File: src/rtl/sig_approx_mult_pipe.sv
`timescale 1ns/1ps
`default_nettype none
// ============================================================================
// Module      : sig_approx_mult_pipe
// Description : Parametrised, pipelined signed (two's-complement) approximate
//               multiplier with a valid/ready streaming interface.
//               In approximate mode each of the low APPROX_COLS partial-product
//               columns is replaced by the OR of its bits. In exact mode the
//               full product is returned.
//
// Parameters  : WIDTH       operand width (4..32)
//               APPROX_COLS number of approximated low columns (0..WIDTH-1)
//               STAGES      register stages from acceptance to output (1..4)
//
// Ports       : clk        rising-edge clock
//               rst_n      asynchronous active-low reset
//               in_valid   operand beat valid
//               in_ready   block can accept a beat
//               x, y       signed operands (WIDTH bits)
//               approx_en  1 = approximate, 0 = exact (travels with the beat)
//               out_valid  result valid
//               out_ready  downstream accepts the result
//               z          signed product (2*WIDTH bits)
//
// Optional    : define SIG_APPROX_MULT_ERR_STAT_EN to add
//               stat_clr   synchronous clear of err_cnt
//               err_cnt    saturating count of consumed beats whose
//                          approximate result differs from the exact product
//
// Revision    : 1.0 - initial release
// ============================================================================
module sig_approx_mult_pipe #(
    parameter int WIDTH       = 16,
    parameter int APPROX_COLS = 8,
    parameter int STAGES      = 2
) (
    input  logic                 clk,
    input  logic                 rst_n,
    input  logic                 in_valid,
    output logic                 in_ready,
    input  logic [WIDTH-1:0]     x,
    input  logic [WIDTH-1:0]     y,
    input  logic                 approx_en,
    output logic                 out_valid,
    input  logic                 out_ready,
    output logic [2*WIDTH-1:0]   z
`ifdef SIG_APPROX_MULT_ERR_STAT_EN
    ,
    input  logic                 stat_clr,
    output logic [31:0]          err_cnt
`endif
);

    localparam int c_PROD_W = 2 * WIDTH;

    // ------------------------------------------------------------------------
    // Exact product. Sign-extending both operands to 2*WIDTH and multiplying
    // modulo 2^(2*WIDTH) gives the same value as the Baugh-Wooley array with
    // its inverted sign terms and the two correction ones.
    // ------------------------------------------------------------------------
    logic [c_PROD_W-1:0] w_x_ext;
    logic [c_PROD_W-1:0] w_y_ext;
    logic [c_PROD_W-1:0] w_exact;

    assign w_x_ext = {{WIDTH{x[WIDTH-1]}}, x};
    assign w_y_ext = {{WIDTH{y[WIDTH-1]}}, y};
    assign w_exact = w_x_ext * w_y_ext;

    // ------------------------------------------------------------------------
    // Approximation error. Column c (c < APPROX_COLS <= WIDTH-1) holds only
    // plain x[i]&y[c-i] terms. Replacing the column by its OR loses
    // (popcount - OR) units of weight 2^c; the per-column losses are chained
    // into a running sum that is subtracted from the exact product.
    // ------------------------------------------------------------------------
    logic [c_PROD_W-1:0] w_corr_acc [APPROX_COLS+1];

    assign w_corr_acc[0] = '0;

    for (genvar c = 0; c < APPROX_COLS; c++) begin : g_col
        logic [c:0]          w_col_bits;
        logic [c_PROD_W-1:0] w_col_err;

        for (genvar i = 0; i <= c; i++) begin : g_bit
            assign w_col_bits[i] = x[i] & y[c-i];
        end

        assign w_col_err = (c_PROD_W'($countones(w_col_bits))
                            - c_PROD_W'(|w_col_bits)) << c;
        assign w_corr_acc[c+1] = w_corr_acc[c] + w_col_err;
    end

    logic [c_PROD_W-1:0] w_z_next;

    assign w_z_next = approx_en ? (w_exact - w_corr_acc[APPROX_COLS]) : w_exact;

    // ------------------------------------------------------------------------
    // Pipeline. One global advance signal: every stage (bubble or not) moves
    // only when the output is free or being consumed, so a stall freezes the
    // whole pipe and z/out_valid stay put.
    // ------------------------------------------------------------------------
    logic                             w_advance;
    logic [STAGES-1:0]                r_valid;
    logic [STAGES-1:0][c_PROD_W-1:0]  r_z;
    logic [STAGES:0]                  w_valid_shift;
    logic [STAGES:0][c_PROD_W-1:0]    w_z_shift;

    assign w_advance     = out_ready | ~r_valid[STAGES-1];
    assign w_valid_shift = {r_valid, in_valid};
    assign w_z_shift     = {r_z, w_z_next};

    always_ff @(posedge clk or negedge rst_n) begin
        if (!rst_n) begin
            r_valid <= '0;
            r_z     <= '0;
        end else if (w_advance) begin
            r_valid <= w_valid_shift[STAGES-1:0];
            r_z     <= w_z_shift[STAGES-1:0];
        end
    end

    assign in_ready  = w_advance;
    assign out_valid = r_valid[STAGES-1];
    assign z         = r_z[STAGES-1];

`ifdef SIG_APPROX_MULT_ERR_STAT_EN
    // ------------------------------------------------------------------------
    // Error statistics. A beat differs from the exact product exactly when it
    // is approximate and its column loss is non-zero; that flag rides along
    // with the beat so the count is taken at consumption time.
    // ------------------------------------------------------------------------
    logic                w_err_next;
    logic [STAGES-1:0]   r_err;
    logic [STAGES:0]     w_err_shift;
    logic [31:0]         r_err_cnt;

    assign w_err_next  = approx_en & (|w_corr_acc[APPROX_COLS]);
    assign w_err_shift = {r_err, w_err_next};

    always_ff @(posedge clk or negedge rst_n) begin
        if (!rst_n) begin
            r_err <= '0;
        end else if (w_advance) begin
            r_err <= w_err_shift[STAGES-1:0];
        end
    end

    // Clear takes priority over a same-cycle increment; the count saturates.
    always_ff @(posedge clk or negedge rst_n) begin
        if (!rst_n) begin
            r_err_cnt <= '0;
        end else if (stat_clr) begin
            r_err_cnt <= '0;
        end else if (out_valid && out_ready && r_err[STAGES-1] && !(&r_err_cnt)) begin
            r_err_cnt <= r_err_cnt + 32'd1;
        end
    end

    assign err_cnt = r_err_cnt;
`endif

endmodule
`default_nettype wire
File: config.mk
export PLATFORM = sky130hd
export DESIGN_NAME = sig_approx_mult_pipe
export DESIGN_NICKNAME = d
export VERILOG_FILES = /design/src/rtl/sig_approx_mult_pipe.sv
export SDC_FILE = /design/constraint.sdc
export NUM_CORES = 1
export LEC_CHECK = 0
export CAP_MARGIN = 20
export CORE_ASPECT_RATIO = 0.5
export CORE_UTILIZATION = 64
export DETAILED_ROUTE_END_ITERATION = 16
export GPL_TIMING_DRIVEN = 0
export PLACE_DENSITY = 0.83
export SLEW_MARGIN = 20
export SYNTH_ARGS = -nofsm -noshare
export SYNTH_HDL_FRONTEND = slang
export SYNTH_SLANG_ARGS = --single-unit
File: constraint.sdc
create_clock -name clk -period 1.95 [get_ports clk]
set_clock_uncertainty 0.15 [all_clocks]
set_input_delay 0.195 -clock clk [delete_from_list [all_inputs] [get_ports clk]]
set_output_delay 0.195 -clock clk [all_outputs]
set_load 0.02 [all_outputs]
# --- After elaboration in Yosys (flattened, before gate mapping) ---
# Cells that the tools add are included.
totals:
  elab_cells: 94
  regBits: 66
  out_inout_bits: 34
  input_bits: 37
classes:
  mux: 1
  add_sub_neg: 44
  n_mul: 1
  n_reduce_logical: 7
  bitwise: 38
ops:
  columns: ["operator", "count"]
  rows:
  - ["$and 1x1->1", 36]
  - ["$add 1x1->2", 16]
  - ["$mul 16x16->32", 1]
  - ["$mux 32", 1]
  - ["$sub 32x32->32", 1]
  - ["$sub 4x1->5", 4]
  - ["$add 2x2->3", 6]
  - ["$add 12x12->13", 1]
  - ["$add 11x11->12", 1]
  - ["$add 10x10->11", 1]
  - ["$add 8x9->10", 1]
  - ["$add 3x3->4", 2]
  - ["$add 7x7->8", 1]
  - ["$reduce_or 8->1", 1]
  - ["$sub 3x1->4", 2]
  - ["$add 5x6->7", 1]
  - ["$reduce_or 7->1", 1]
  - ["$add 2x1->3", 2]
  - ["$reduce_or 6->1", 1]
  - ["$add 2x4->5", 1]
  - ["$reduce_or 5->1", 1]
  - ["$add 3x1->4", 1]
  - ["$add 3x2->4", 1]
  - ["$reduce_or 4->1", 1]
  - ["other kinds (6)", 6]

# --- Longest topological paths before layout ---
# Gate-level depths: netlist (run 1).
logic_depth:
  ltp_word: 12
  ltp_mapped: 41
  mapped_depth_nobuf: 39

# --- Worst setup path before layout (run 1) ---
# Ideal clock, no wire load.
synth_path:
  path_type: "in2reg"
  start: "in y[2]"
  end: "reg r_z[31] (netlist bit)"
  slack_ns: -7.090
  n_path_buf: 2
  cell_stages: 36
  t_arrival_ns: 8.765
  setup_ns: 0.125
  required_time_ns: 1.675
  path_cell_list: "clkbuf_1 > nand2_1 > ha_1 > nand4b_1 > ha_1 > xor2_1 > ha_1 > fa_1 > ha_1 > fa_1 > ha_1 > fa_1 > fa_1 > fa_1 > inv_1 > fa_1 > inv_1 > ha_1 > a211oi_1 > o21bai_1 > a21oi_2 > xor2_2 > inv_1 > buf_2 > ha_1 > and3_1 > a211oi_1 > o21ai_0 > nand2_1 > o31ai_2 > a41o_4 > a2111oi_4 > nor2b_1 > mux2i_1 > xnor2_1 > mux2_4"
synth_via:
  elab_chain_len: 12
  word_cells_on_any_way: 43
  cone_classes: "add/sub: 29; mul: 1; mux: 1; bitwise: 6; reduce/logical: 6"
synth_rtl:
  columns: ["element", "line", "text"]
  rows:
  - ["from (decl)", "42", "input logic [WIDTH-1:0] y,"]
  - ["$and 1x1->1", "84", "assign w_col_bits[i] = x[i] & y[c-i];"]
  - ["$add 1x1->2 (not written as such)", "87", "assign w_col_err = (c_PROD_W'($countones(w_col_bits))"]
  - ["$add 2x1->3 (not written as such)", "87", null]
  - ["$sub 3x1->4", "88", "- c_PROD_W'(|w_col_bits)) << c;"]
  - ["$add 5x6->7", "89", "assign w_corr_acc[c+1] = w_corr_acc[c] + w_col_err;"]
  - ["$add 7x7->8", "89", null]
  - ["$add 8x9->10", "89", null]
  - ["$add 10x10->11", "89", null]
  - ["$add 11x11->12", "89", null]
  - ["$add 12x12->13", "89", null]
  - ["$sub 32x32->32", "94", "assign w_z_next = approx_en ? (w_exact - w_corr_acc[APPROX_COLS]) : w_exact;"]
  - ["$mux 32 *", "94", null]
  - ["to (signal assigned)", "117", "r_z <= w_z_shift[STAGES-1:0];"]
  - ["to (decl)", "103", "logic [STAGES-1:0][c_PROD_W-1:0] r_z;"]
# Mark *: on every way between the ends. The rest lies on a longest branch, timed or not.
# A chain may end at the register's enable or synchronous reset.

# --- Worst setup path in the final report (run 1) ---
layout_path:
  start: "in y[1]"
  end: "reg r_z[31] (netlist bit)"
layout_via:
  elab_chain_len: 12
  word_cells_on_any_way: 47
  cone_classes: "add/sub: 31; mul: 1; mux: 1; bitwise: 7; reduce/logical: 7"
layout_rtl:
  columns: ["element", "line"]
  rows:
  - ["$and 1x1->1", "84"]
  - ["$add 1x1->2 (not written as such) or $reduce_or 2->1 (tied branches)", "87, 88"]
  - ["$sub 2x1->3 or $add 2x1->3 (tied branches)", "88, 87"]
  - ["$add 2x4->5 or $sub 3x1->4 (tied branches)", "89, 88"]
  - ["$add 5x6->7", "89"]
  - ["$add 7x7->8", "89"]
  - ["$add 8x9->10", "89"]
  - ["$add 10x10->11", "89"]
  - ["$add 11x11->12", "89"]
  - ["$add 12x12->13", "89"]
  - ["$sub 32x32->32", "94"]
  - ["$mux 32 *", "94"]
# Marked as above.

==> flow_summary_export.csv, run 1 <==
group,metric,value,unit
global_route,grt_max_degree,50,
setup_path,r2r-start,"r_valid[1]$_DFFE_PN0P_",
clock_network,cts_buffer_depth,2,
cells_and_area,layout_commonest_cell,"inv_1",
die,rows,41,
routing,via_per_inst,5.788,
clock_network,clock-root-buffer,"clkbuf_16",
setup_path,critPathKind,"in -> reg",
clock_network,insertion_delay,340,ps
logic_synthesis,netlist_area,16620,um^2
setup_path,cp-start-kind,"input pin",
routing,drt_iter0_drc,1070,
logic_synthesis,synth_area_leaders,"fa_1 (36%), ha_1 (12%), dfrtp_1 (9.9%), inv_1 (9.1%), nand2_1 (7.5%)",
placed_design,place_congestion,0.9572,
setup_path,critPathMaxStageDelay,560,ps
routing,wl_per_cell,19.08,um
sta,final.period_utilization,4.340,
setup_path,crit_path_end_kind,"flop",
hold_path,holdCritPathClass,"in -> async",
logic_synthesis,synth-seq-cells,66,
die,die_h,116.0,um
routing,antenna_left,0,
clock_network,path_clk_slew,50,ps
setup_path,cp.required,2020,ps
cells_and_area,final-instance-count-excl-fill,2387,
clock_network,htreeDepth,3,
global_route,antenna_found_initial,0,
global_route,grt_pass1_vias,14560,
die,coreArea,25340,um^2
routing,drc_errors,0,
setup_path,path_max_fanout,9,
placed_design,place_inst,2314,
cells_and_area,drive_gt1_frac,0.1704,
sta,worst_hold_slack,116.8,ps
sta,finalCriticalPeriod,8464,ps
sta,final-max-slew-violation-count,0,
routing,finalWirelength,45550,um
routing,firstDrtPassIters,6,
global_route,overflow,0,
die,start_util,0.6559,
run,max_cap_viol_count,0,
setup_path,ff2ff_setup_slack,140,ps
outcome,status,"finished with violations",
sta,final_hold_viol_count,0,
placed_design,place_ws,-8273,ps
setup_path,crit_path_start,"y[1]",
global_route,grt_first_pass_wirelength,72040,um
logic_synthesis,synthCells,1901,
die,ios,71,
cells_and_area,nNetsFinal,2539,
sta,worst_slack,-6514,ps
sta,finalSetupViolCount,30,
routing,route.vias.total,13820,
sta,rsz0062_at_grt,"yes",
clock_network,cts_tree,"done",
logic_synthesis,synth_top_area_frac,0.3637,
logic_synthesis,postSynthAreaPerCell,8.744,um^2
clock_network,cts.sinks,66,
logic_synthesis,synth_warnings,0,
global_route,grt_usage,0.3498,
setup_path,slowest_stage,"fa_2",
sta,max_freq,0.1182,GHz
logic_synthesis,ys_types,69,
setup_path,endpoint,"r_z[31]$_DFFE_PN0P_",
sta,relSlewSlack,0.3581,
logic_synthesis,yosysTopAreaCell,"fa_1",
die,die_area,26660,um^2
logic_synthesis,synth_edf_count,0,
logic_synthesis,synthArstFlopShare,1.000,
outcome,violations,"negative setup slack",
placed_design,port_buffers,65,
setup_path,r2r-end,"r_z[26]$_DFFE_PN0P_",
cells_and_area,final_cell_mix,"inv_1 (384), nand2_1 (315), fa_1 (289), ha_1 (136), buf_4 (78)",
die,die_w,229.9,um
setup_path,reg2reg_depth,7,
logic_synthesis,ys_seq_area_frac,0.09936,
logic_synthesis,synthFlopType,"dfrtp_1",
placed_design,place_hpwl,33830,um
cells_and_area,area_growth,18.77,%
clock_network,cts_made_buffers,9,
sta,tightest_slew,962.8,ps
setup_path,worstPathArrival,8540,ps
## synth_stat cells (all sizes together) (3+ instances only)
cell type,count
a211oi,13
a21boi,3
a21o,19
a21oi,70
a22oi,4
a31o,4
a31oi,6
and2,86
and3,5
buf,40
clkbuf,53
dfrtp,66
fa,302
ha,163
inv,404
mux2i,18
nand2,330
nand2b,21
nand3,9
nand4,9
nor2,49
nor2b,12
nor3,7
nor3b,3
o211ai,8
o21a,6
o21ai,60
o21bai,8
o31ai,7
or3,10
xnor2,55
xor2,23
## registers in the layout, indices dropped and copies added, names as in the netlist
signal,cells
r_z,32
z,32
r_valid,2
## cells by family (layout without fill, tap and decap cells)
kind of cell / after synthesis / in the layout / synth area share
AO/OA/AOI/OAI: 217 / 217 / 0.08491
XOR/XNOR: 79 / 79 / 0.04336
adder cells (fa/ha/maj): 466 / 466 / 0.4870
buffers and inverters: 498 / 636 / 0.1201
flip-flops: 66 / 66 / 0.09936
multiplexers: 20 / 20 / 0.01242
other: 2 / 6 / 0.0004518
AND/OR/NAND/NOR: 553 / 553 / 0.1524
## layer usage
| layer | share of wire | routed length, um | global-route usage | up-vias |
|---|---|---|---|---|
| li1 | - | - | - | 6035 |
| met1 | 0.38 | 17360 | 0.4434 | 6853 |
| met2 | 0.48 | 21860 | 0.6032 | 716 |
| met3 | 0.092 | 4196 | 0.05881 | 213 |
| met4 | 0.047 | 2137 | 0.1514 | 0 |
| met5 | 0 | 0 | 0 | - |
## cell type report
class                      instances  area [um^2]
tap                              344        430.4
timing repair buffer             122         1164
sequential                        66         1652
clock buffer                      12        256.5
inverter                         405         1526
buffer                            93        738.2
fill                            1586         5600
multi-input combinational       1340        13950
clock inverter                     4        26.28
antenna                            1        2.502
## how the worst min path moves through the flow
stage / cells past startpoint / slack (ps) / startpoint / end
6_report: 2 / 120 / rst_n / z[14]$_DFFE_PN0P_
5_1_grt: 2 / 160 / rst_n / z[14]$_DFFE_PN0P_
4_1_cts: 2 / 120 / rst_n / z[14]$_DFFE_PN0P_
3_5_place_dp: 1 / -70 / rst_n / z[14]$_DFFE_PN0P_
3_3_place_gp: 2 / 290 / r_valid[0]$_DFFE_PN0P_ / r_valid[0]$_DFFE_PN0P_
2_1_floorplan: 0 / -250 / rst_n / r_valid[0]$_DFFE_PN0P_
## through the flow
stage                       util  cell area [um^2]  TNS (ps)
after floorplan                -             17080   -143030
after global placement    0.7168             18160   -301200
after detailed placement  0.7178             18190   -206430
after CTS                 0.7663             19420   -149140
final                     0.7790             19740   -154020
after global routing      0.7789             19740   -159810
## critical path, delay by kind of cell
kind / cells / cell delay [ps]
XOR/XNOR: 3 / 650
AND/OR/NAND/NOR: 6 / 980
adder cells (fa/ha/maj): 10 / 4000
AO/OA/AOI/OAI: 8 / 1510
buffers and inverters: 8 / 790
multiplexers: 2 / 400
## what timing repair did
action / 4_1_cts / 5_1_grt
endpoints found under the setup margin: 49 / 31
pin swaps: 68 / 41
hold buffers: 1 / 0
endpoints found under the hold margin: 66 / 0
buffers inserted: 51 / 11
gates resized for setup: 232 / 113
cloned: 1 / 0
Power of run 1 is left out: the tool's default activity adds up to more than one toggle a clock period on the data nets, which glitch-free logic cannot reach.
==> inputs of run 2 (changes only) <==
--- a/config.mk
+++ b/config.mk
@@ -10,8 +10,9 @@
 export CORE_UTILIZATION = 64
 export DETAILED_ROUTE_END_ITERATION = 16
 export GPL_TIMING_DRIVEN = 0
-export PLACE_DENSITY = 0.83
+export PLACE_DENSITY = 0.82
 export SLEW_MARGIN = 20
 export SYNTH_ARGS = -nofsm -noshare
 export SYNTH_HDL_FRONTEND = slang
 export SYNTH_SLANG_ARGS = --single-unit
+export TNS_END_PERCENT = 1
==> flow_summary_export.csv, run 2 (synthesized netlist as in run 1, its figures left out) <==
group,metric,value,unit
routing,drc_errors,0,
setup_path,critPathKind,"in -> reg",
setup_path,slowest_stage,"fa_2",
cells_and_area,antenna_cells,0,
cells_and_area,design_area,18770,um^2
sta,final_hold_viol_count,0,
die,die_h,116.0,um
global_route,grt_pass1_vias,14050,
clock_network,path_clk_slew,60,ps
setup_path,critPathBufInv,7,
setup_path,worstPathArrival,8640,ps
global_route,grt_first_pass_wirelength,68990,um
sta,finalSetupViolCount,30,
routing,firstDrtPassIters,6,
clock_network,cts_buffer_depth,2,
routing,wl_per_cell,18.06,um
global_route,overflow,0,
sta,final.period_utilization,4.396,
clock_network,insertion_delay,330,ps
clock_network,cts_tree,"done",
run,max_cap_viol_count,0,
sta,finalCriticalPeriod,8573,ps
clock_network,cts.sinks,66,
sta,rsz0062_at_grt,"yes",
setup_path,crit_path_end_kind,"flop",
cells_and_area,area_growth,12.93,%
outcome,status,"finished with violations",
hold_path,holdCritPathClass,"in -> async",
sta,tightest_slew,895.6,ps
setup_path,path_max_fanout,11,
sta,worst_slack,-6623,ps
sta,relSlewSlack,0.4029,
clock_network,htreeDepth,3,
placed_design,place_area,17890,um^2
placed_design,place_hpwl,33660,um
clock_network,clock-root-buffer,"clkbuf_16",
sta,worst_hold_slack,106.1,ps
routing,via_per_inst,5.691,
setup_path,critPathMaxStageDelay,550,ps
die,rows,41,
placed_design,place_congestion,0.9417,
placed_design,port_buffers,65,
die,coreArea,25340,um^2
die,start_util,0.6559,
die,die_w,229.9,um
cells_and_area,drive_gt1_frac,0.1097,
setup_path,cp.required,2020,ps
outcome,violations,"negative setup slack",
setup_path,path_delay_family,"adder cells",
global_route,antenna_found_initial,2,
die,ios,71,
routing,antenna_left,0,
clock_network,cts_made_buffers,9,
setup_path,cp-start-kind,"input pin",
routing,drt_iter0_drc,1182,
global_route,grt_usage,0.3330,
routing,route.vias.total,13320,
cells_and_area,layout_commonest_cell,"inv_1",
routing,finalWirelength,42270,um
sta,max_freq,0.1166,GHz
die,die_area,26660,um^2
global_route,grt_max_degree,52,
cells_and_area,final_cell_mix,"inv_1 (396), nand2_1 (321), fa_1 (291), ha_1 (148), and2_1 (76)",
sta,final-max-slew-violation-count,0,
cells_and_area,nNetsFinal,2493,
run 2: cell type report:
cell class	instances	area, um^2
clock inverter	7	102.6
timing repair buffer	76	750.7
sequential	66	1652
clock buffer	9	225.2
buffer	93	684.4
fill	1839	6570
multi-input combinational	1340	13410
inverter	405	1521
tap	344	430.4
run 2: path summary, 6_finish.rpt:
kind                                        startpoint             endpoint  slack, ps  cells after the start
worst max-delay path                              x[3]  r_z[31]$_DFFE_PN0P_      -6620                     38
worst min-delay path                             rst_n    z[14]$_DFFE_PN0P_        110                      2
worst max register to register  r_valid[1]$_DFFE_PN0P_  r_z[22]$_DFFE_PN0P_         60                      5
worst min register to register        z[9]$_DFFE_PN0P_     z[9]$_DFFE_PN0P_        320                      2
max in group asynchronous                        rst_n  r_z[20]$_DFFE_PN0P_       1030                      3
min in group clk                                  x[0]   r_z[0]$_DFFE_PN0P_        220                      4
run 2: layer usage:
metal / vias up / track usage / share of wire
met3: 139 / 0.05733 / 0.091
met1: 6609 / 0.4308 / 0.39
met2: 627 / 0.5709 / 0.47
li1: 5941 / - / -
met5: - / 0 / 0
met4: 0 / 0.1245 / 0.039
run 2: per-stage QoR:
| step | utilization | setup slack (ps) | setup TNS, ps | instances |
|---|---|---|---|---|
| 2_1_floorplan | - | -6205 | -147220 | 1904 |
| 3_3_place_gp | 0.7051 | -8072 | -309200 | 2313 |
| 3_5_place_dp | 0.7061 | -8227 | -210960 | 2314 |
| 4_1_cts | 0.7343 | -6602 | -154780 | 2339 |
| 5_1_grt | 0.7407 | -6844 | -162560 | 2340 |
| 6_report | 0.7407 | -6623 | -155450 | 2340 |
run 2: what timing repair did:
item                                   4_1_cts  5_1_grt
hold buffers                                 1        0
setup endpoints to repair                   64       31
endpoints found under the hold margin       66        0
pin swaps                                   13        8
resized for setup                          155       82
gates cloned                                 1        0
setup buffers                                7        1
Power of run 2 is left out for the same reason.
